--- src/rtl/hazard_scoreboard_pkg.sv ---
// -----------------------------------------------------------------------------
// hazard_scoreboard_pkg
// Shared constants for the decode-stage hazard scoreboard: instruction kind
// encoding as seen by decode, and default register-file geometry.
// -----------------------------------------------------------------------------
package hazard_scoreboard_pkg;

    // Default architectural register count (x0 is hard-wired zero)
    localparam int REG_NUM_DEF   = 32;
    // Default register index width
    localparam int REG_IDX_W_DEF = 5;

    // Instruction class as classified by decode; the reserved code behaves as ALU
    typedef enum logic [1:0] {
        KIND_ALU  = 2'b00,
        KIND_LOAD = 2'b01,
        KIND_LONG = 2'b10,
        KIND_RSVD = 2'b11
    } kind_e;

endpackage

--- src/rtl/hazard_scoreboard_pending.sv ---
// -----------------------------------------------------------------------------
// sb_pending_bank
// Per-register "long result still in flight" bank plus the long-unit busy flag
// and a sticky error flag.
//   clk, rst   : clock, synchronous active-high reset
//   set_en     : a long op issues this cycle (marks the unit busy)
//   set_wen    : that long op writes a destination register
//   set_idx    : destination of the issuing long op
//   clr_en     : the long unit writes back this cycle
//   clr_idx    : destination of the completing long op
//   pending    : pending mask, bit 0 never set
//   busy       : long unit occupied
//   err        : sticky, a completion arrived for a register not pending
// A completion is applied before a same-cycle set, so an old bit can be cleared
// and a new one set on the same edge.
// -----------------------------------------------------------------------------
module sb_pending_bank
    import hazard_scoreboard_pkg::*;
#(
    parameter int REG_NUM   = REG_NUM_DEF,
    parameter int REG_IDX_W = REG_IDX_W_DEF
) (
    input  logic                 clk,
    input  logic                 rst,
    input  logic                 set_en,
    input  logic                 set_wen,
    input  logic [REG_IDX_W-1:0] set_idx,
    input  logic                 clr_en,
    input  logic [REG_IDX_W-1:0] clr_idx,
    output logic [REG_NUM-1:0]   pending,
    output logic                 busy,
    output logic                 err
);

    logic [REG_NUM-1:0] pending_r;
    logic [REG_NUM-1:0] pending_nxt_s;
    logic               busy_r;
    logic               busy_nxt_s;
    logic               err_r;
    logic               err_nxt_s;

    // Next-state: completion (clear) first, then issue (set)
    always_comb begin
        pending_nxt_s = pending_r;
        busy_nxt_s    = busy_r;
        err_nxt_s     = err_r;
        if (clr_en) begin
            busy_nxt_s = 1'b0;
            if (pending_r[clr_idx]) begin
                pending_nxt_s[clr_idx] = 1'b0;
            end else begin
                // Unexpected completion: leave the bank alone, flag it
                err_nxt_s = 1'b1;
            end
        end else begin
            busy_nxt_s = busy_r;
        end
        if (set_en) begin
            busy_nxt_s = 1'b1;
            if (set_wen && (set_idx != {REG_IDX_W{1'b0}})) begin
                pending_nxt_s[set_idx] = 1'b1;
            end else begin
                pending_nxt_s = pending_nxt_s;
            end
        end else begin
            pending_nxt_s = pending_nxt_s;
        end
        // x0 can never be in flight
        pending_nxt_s[0] = 1'b0;
    end

    // State registers
    always_ff @(posedge clk) begin
        if (rst) begin
            pending_r <= {REG_NUM{1'b0}};
            busy_r    <= 1'b0;
            err_r     <= 1'b0;
        end else begin
            pending_r <= pending_nxt_s;
            busy_r    <= busy_nxt_s;
            err_r     <= err_nxt_s;
        end
    end

    assign pending = pending_r;
    assign busy    = busy_r;
    assign err     = err_r;

endmodule

--- src/rtl/hazard_scoreboard.sv ---
// -----------------------------------------------------------------------------
// hazard_scoreboard
// Decode-side hazard tracker covering what EX/MEM forwarding cannot: a load
// one stage ahead (load-use) and results of the single multi-cycle unit.
//   clk, rst                      : clock, synchronous active-high reset
//   id_valid_i                    : decode holds a valid instruction
//   id_rs1_idx_i / id_rs1_used_i  : source 1 index / read enable
//   id_rs2_idx_i / id_rs2_used_i  : source 2 index / read enable
//   id_rd_idx_i / id_rd_wen_i     : destination index / write enable
//   id_kind_i                     : 00 ALU, 01 LOAD, 10 LONG, 11 as ALU
//   flush_i                       : squash the instruction entering EX
//   long_done_i / long_rd_idx_i   : long unit write-back and its destination
//   stall_o                       : hold PC/IF/ID, bubble into EX (combinational)
//   long_busy_o                   : long unit occupied
//   pending_o                     : per-register long-op pending mask
//   err_o                         : sticky unexpected-completion flag
// There is no same-cycle bypass of long_done_i: the consumer still stalls in
// the write-back cycle and picks the value from the register file afterwards.
// -----------------------------------------------------------------------------
module hazard_scoreboard
    import hazard_scoreboard_pkg::*;
#(
    parameter int REG_NUM   = REG_NUM_DEF,
    parameter int REG_IDX_W = REG_IDX_W_DEF
) (
    input  logic                 clk,
    input  logic                 rst,
    input  logic                 id_valid_i,
    input  logic [REG_IDX_W-1:0] id_rs1_idx_i,
    input  logic                 id_rs1_used_i,
    input  logic [REG_IDX_W-1:0] id_rs2_idx_i,
    input  logic                 id_rs2_used_i,
    input  logic [REG_IDX_W-1:0] id_rd_idx_i,
    input  logic                 id_rd_wen_i,
    input  logic [1:0]           id_kind_i,
    input  logic                 flush_i,
    input  logic                 long_done_i,
    input  logic [REG_IDX_W-1:0] long_rd_idx_i,
    output logic                 stall_o,
    output logic                 long_busy_o,
    output logic [REG_NUM-1:0]   pending_o,
    output logic                 err_o
);

    localparam logic [REG_IDX_W-1:0] IDX_ZERO = {REG_IDX_W{1'b0}};

    logic                 ex_load_v_r;
    logic [REG_IDX_W-1:0] ex_load_rd_r;
    logic [REG_NUM-1:0]   pending_s;
    logic                 long_busy_s;
    logic                 err_s;
    logic                 is_load_s;
    logic                 is_long_s;
    logic                 rs1_live_s;
    logic                 rs2_live_s;
    logic                 rd_live_s;
    logic                 load_use_s;
    logic                 raw_s;
    logic                 waw_s;
    logic                 struct_s;
    logic                 stall_s;
    logic                 issue_s;

    // Decode the instruction kind; the reserved code falls through as ALU
    always_comb begin
        is_load_s = 1'b0;
        is_long_s = 1'b0;
        case (kind_e'(id_kind_i))
            KIND_LOAD: is_load_s = 1'b1;
            KIND_LONG: is_long_s = 1'b1;
            default: begin
                is_load_s = 1'b0;
                is_long_s = 1'b0;
            end
        endcase
    end

    // Hazard terms and the gated stall; x0 operands never participate
    always_comb begin
        rs1_live_s = id_rs1_used_i && (id_rs1_idx_i != IDX_ZERO);
        rs2_live_s = id_rs2_used_i && (id_rs2_idx_i != IDX_ZERO);
        rd_live_s  = id_rd_wen_i && (id_rd_idx_i != IDX_ZERO);
        if (ex_load_v_r) begin
            load_use_s = (rs1_live_s && (id_rs1_idx_i == ex_load_rd_r)) ||
                         (rs2_live_s && (id_rs2_idx_i == ex_load_rd_r));
        end else begin
            load_use_s = 1'b0;
        end
        raw_s    = (rs1_live_s && pending_s[id_rs1_idx_i]) ||
                   (rs2_live_s && pending_s[id_rs2_idx_i]);
        waw_s    = rd_live_s && pending_s[id_rd_idx_i];
        struct_s = is_long_s && long_busy_s;
        if (id_valid_i) begin
            stall_s = load_use_s || raw_s || waw_s || struct_s;
        end else begin
            stall_s = 1'b0;
        end
    end

    assign issue_s = id_valid_i && !stall_s;

    // Load tracker: remembers a load that has just entered EX
    always_ff @(posedge clk) begin
        if (rst) begin
            ex_load_v_r  <= 1'b0;
            ex_load_rd_r <= IDX_ZERO;
        end else if (flush_i) begin
            ex_load_v_r  <= 1'b0;
            ex_load_rd_r <= ex_load_rd_r;
        end else if (issue_s && is_load_s && rd_live_s) begin
            ex_load_v_r  <= 1'b1;
            ex_load_rd_r <= id_rd_idx_i;
        end else begin
            ex_load_v_r  <= 1'b0;
            ex_load_rd_r <= ex_load_rd_r;
        end
    end

    // Flush does not touch the bank: long ops in flight predate the flush
    sb_pending_bank #(
        .REG_NUM   (REG_NUM),
        .REG_IDX_W (REG_IDX_W)
    ) u_bank (
        .clk     (clk),
        .rst     (rst),
        .set_en  (issue_s && is_long_s),
        .set_wen (id_rd_wen_i),
        .set_idx (id_rd_idx_i),
        .clr_en  (long_done_i),
        .clr_idx (long_rd_idx_i),
        .pending (pending_s),
        .busy    (long_busy_s),
        .err     (err_s)
    );

    assign stall_o     = stall_s;
    assign long_busy_o = long_busy_s;
    assign pending_o   = pending_s;
    assign err_o       = err_s;

endmodule

--- config.mk ---
export PLATFORM = sky130hd
export DESIGN_NAME = hazard_scoreboard
export DESIGN_NICKNAME = d
export VERILOG_FILES = /design/src/rtl/hazard_scoreboard_pkg.sv /design/src/rtl/hazard_scoreboard_pending.sv /design/src/rtl/hazard_scoreboard.sv
export SDC_FILE = /design/constraint.sdc
export NUM_CORES = 1
export LEC_CHECK = 0
export BUFFER_PORTS_ARGS = -buffer_cell sky130_fd_sc_hd__buf_4
export CAP_MARGIN = 20
export CORE_MARGIN = 10
export CORE_UTILIZATION = 61
export DETAILED_ROUTE_END_ITERATION = 12
export GPL_TIMING_DRIVEN = 0
export PLACE_DENSITY = 0.89
export SYNTH_ARGS = -nofsm -noshare
export SYNTH_HDL_FRONTEND = slang
export SYNTH_HIERARCHICAL = 1
export SYNTH_SLANG_ARGS = --single-unit
--- constraint.sdc ---
create_clock -name clk -period 5.9 [get_ports clk]
set_input_delay 0.295 -clock clk [delete_from_list [all_inputs] [get_ports clk]]
set_output_delay 0.295 -clock clk [all_outputs]
set_load 0.05 [all_outputs]
==> results.cfg <==
[synthesis]
synth_edf_count = 0
yosys-top-cells-area = dfxtp_1 (23%), mux2i_1 (12%), mux4_2 (7.8%)
synthFlopType = dfxtp_1
synthesis.area_um2 = 3470
ys_seq_elements = 39
synth-warning-count = 6
synth_top_area_frac = 0.225
syn_inst = 398
ys_seq_area_frac = 0.225
syn_area_per_cell_um2 = 8.71
syn_nets = 428
synth.largest_area_cell = dfxtp_1
synthArstFlopShare = 0
synth_cell_types = 54

[status]
status = complete, no violations

[route]
ant_nets = 0
wl_um = 11700
drtIter0Drc = 550
firstDrtPassIters = 7
vias = 3708
vias_per_cell = 6.98
post_drt_wl_per_cell_um = 22.1
drc_errors = 0

[grt]
use_met2 = 0.427
grt.total_usage = 0.248
overflow = 0
grt_pass1_wl_um = 17700
top_usage_layer = met2
antenna_found_initial = 0
grt_max_degree = 14
grt_pass1_vias = 3498
met3_usage = 0.0668
grt.met1_usage = 0.274

[die]
core_area_um2 = 5510
rows = 27
die_h_um = 95.4
num_io_pins = 65
start_util = 0.630
die-width_um = 95.4
dieArea_um2 = 9100

[clocking]
htree_levels = 2
clkSlewWorstSetupHoldPaths_ns = 0.07
ctsHoldBuffers = 0
cts_tree = yes
clk_latency_ns = 0.30
ctsResizeCount = 0
clockBufferDepth = 2
cts_buffers = 5
cts.sinks = 39
cts_setup_buffers = 0
cts_root_buffer = clkbuf_8

[job]
cap_viol_max_count = 0

[layout]
n_fill_cell = 393
final_nets = 489
seqCellArea_um2 = 781
final_common_cell = buf_4
antenna_cells = 0
mostFrequentLayoutCells = buf_4 (56), nor2_1 (50), a21oi_1 (46)
area_growth_syn_to_layout_pct = 17.3
multi_input_area_um2 = 2490
drive_above_1_share = 0.272

[power]
p_comb_frac = 0.213
vdd_drop_max_v = 0.000108
p_switching_uw = 178
cell_internal_pwr_uw = 441
p_per_area_nw_per_um2 = 152
sw_frac_of_total = 0.287
clkPwrFrac = 0.356
seq_power_share = 0.431
leakagePower_nw = 1.52

[place]
io_buffers = 53
place_congestion = 0.937
dp_hpwl_um = 8700

[setup_path]
cp.required_ns = 6.13
ff2ff_path_depth = 11
start_kind = primary input
cpPeakStageDelay_ns = 0.44
r2r_slack_ns = 2.52
critPathArrivalTime_ns = 3.69
critPathMaxFanout = 10
crit_path_cell_trace = buf_4, clkbuf_1, mux4_2, mux2_2, a21oi_1, a211o_1, nand4_4, nor4bb_1, nor2b_1, nand3b_1, nor2_1, nor3b_1, a21oi_2
end_kind = register
timing.rr.end = u_bank/pending[13]$_SDFF_PP0_
critPathSlowestCell = nor4bb_1
crit-reg2reg-launch = u_bank/pending[9]$_SDFF_PP0_
crit_type = in -> reg

[hold_path]
hp-class = in -> reg
min_from = rst
hold_path_end = u_bank/busy$_SDFFE_PP0P_
hold_depth = 2

[sta]
slew_violations = 0
finalHoldViolCount = 0
fin_crit_sh = 0.586
tightest_slew_ns = 1.07
max_slew_margin = 0.279
setup_viol = 0
fin_hold_ws_ns = 0.216
tns_ns = 0
fin_skew_ns = 0.00738
layout_min_cycle_time_ns = 3.46
fmax_mhz = 289
rsz0062_at_grt = false
[stage by stage]
stage,instance area (um2),utilization,instances,setup slack [ns],power (mW)
global placement,3960,0.718,523,2.35,0.397
finish,4070,0.739,531,2.44,0.619
floorplan,3470,-,398,2.97,0.361
global route,4070,0.739,531,2.32,0.634
CTS,4060,0.738,530,2.56,0.614
detailed placement,3960,0.718,523,2.28,0.400
[layer usage]
layer / routed length [um] / part of all wire
met3: 1310 / 0.11
met1: 4140 / 0.35
met5: 0 / 0
met2: 5620 / 0.48
met4: 643 / 0.055
[synthesized netlist by cell type, types with 10 or more instances]
cell,instances
a21oi_1,46
nor2_1,50
nand2b_1,11
nand3b_1,13
mux4_2,12
dfxtp_1,39
nand3_1,12
nor3b_1,16
xnor2_1,10
nand2_1,23
mux2i_1,40
nor3_1,14
clkbuf_1,10
a21oi_2,20
[cell families (layout without fill, tap and decap cells)]
logic type,count (synthesis),in the layout,synth area share
other,1,1,0.00108
multiplexers,59,59,0.242
flip-flops,39,39,0.225
AO/OA/AOI/OAI,87,87,0.168
XOR/XNOR,10,10,0.0253
AND/OR/NAND/NOR,172,172,0.283
buffers and inverters,30,91,0.0556
[cell type report]
class,count,share of cell area
multi-input cells,329,0.613
flip-flops and latches,39,0.192
repair buffers,54,0.0990
plain buffers,28,0.0455
well taps,72,0.0221
clock buffers,5,0.0169
clock inverters,2,0.00923
inverters,2,0.00185
[sequential cells by signal, summed over array words and instances, names as in the netlist]
| register | count |
|---|---|
| u_bank/pending | 31 |
| ex_load_rd_r | 5 |
| ex_load_v_r | 1 |
| u_bank/busy | 1 |
| u_bank/err | 1 |
[critical path, delay by kind of cell]
kind / cells / cell delay, ns
multiplexers: 2 / 0.68
AND/OR/NAND/NOR: 6 / 1.69
buffers and inverters: 2 / 0.55
AO/OA/AOI/OAI: 3 / 0.48
[power by group through the flow]
stage	clock network (mW)	registers (mW)	logic, mW
4_1_cts	0.220	0.266	0.128
3_5_place_dp	0	0.273	0.128
3_3_place_gp	0	0.273	0.124
6_report	0.220	0.267	0.132
2_1_floorplan	0	0.277	0.0844
5_1_grt	0.229	0.267	0.139
[worst max-delay path by stage]
stage / from / to / slack [ns] / cells past startpoint
after global routing: id_rd_idx_i[2] / u_bank/pending[13]$_SDFF_PP0_ / 2.32 / 13
after global placement: id_rd_idx_i[2] / u_bank/pending[13]$_SDFF_PP0_ / 2.35 / 13
after CTS: id_rd_idx_i[2] / u_bank/pending[1]$_SDFF_PP0_ / 2.56 / 13
final: id_rd_idx_i[2] / u_bank/pending[13]$_SDFF_PP0_ / 2.44 / 13
after detailed placement: id_rd_idx_i[2] / u_bank/pending[25]$_SDFF_PP0_ / 2.28 / 13
after floorplan: u_bank/pending[15]$_SDFF_PP0_ / u_bank/pending[22]$_SDFF_PP0_ / 2.97 / 11
Power figures use the tool's default switching activity.
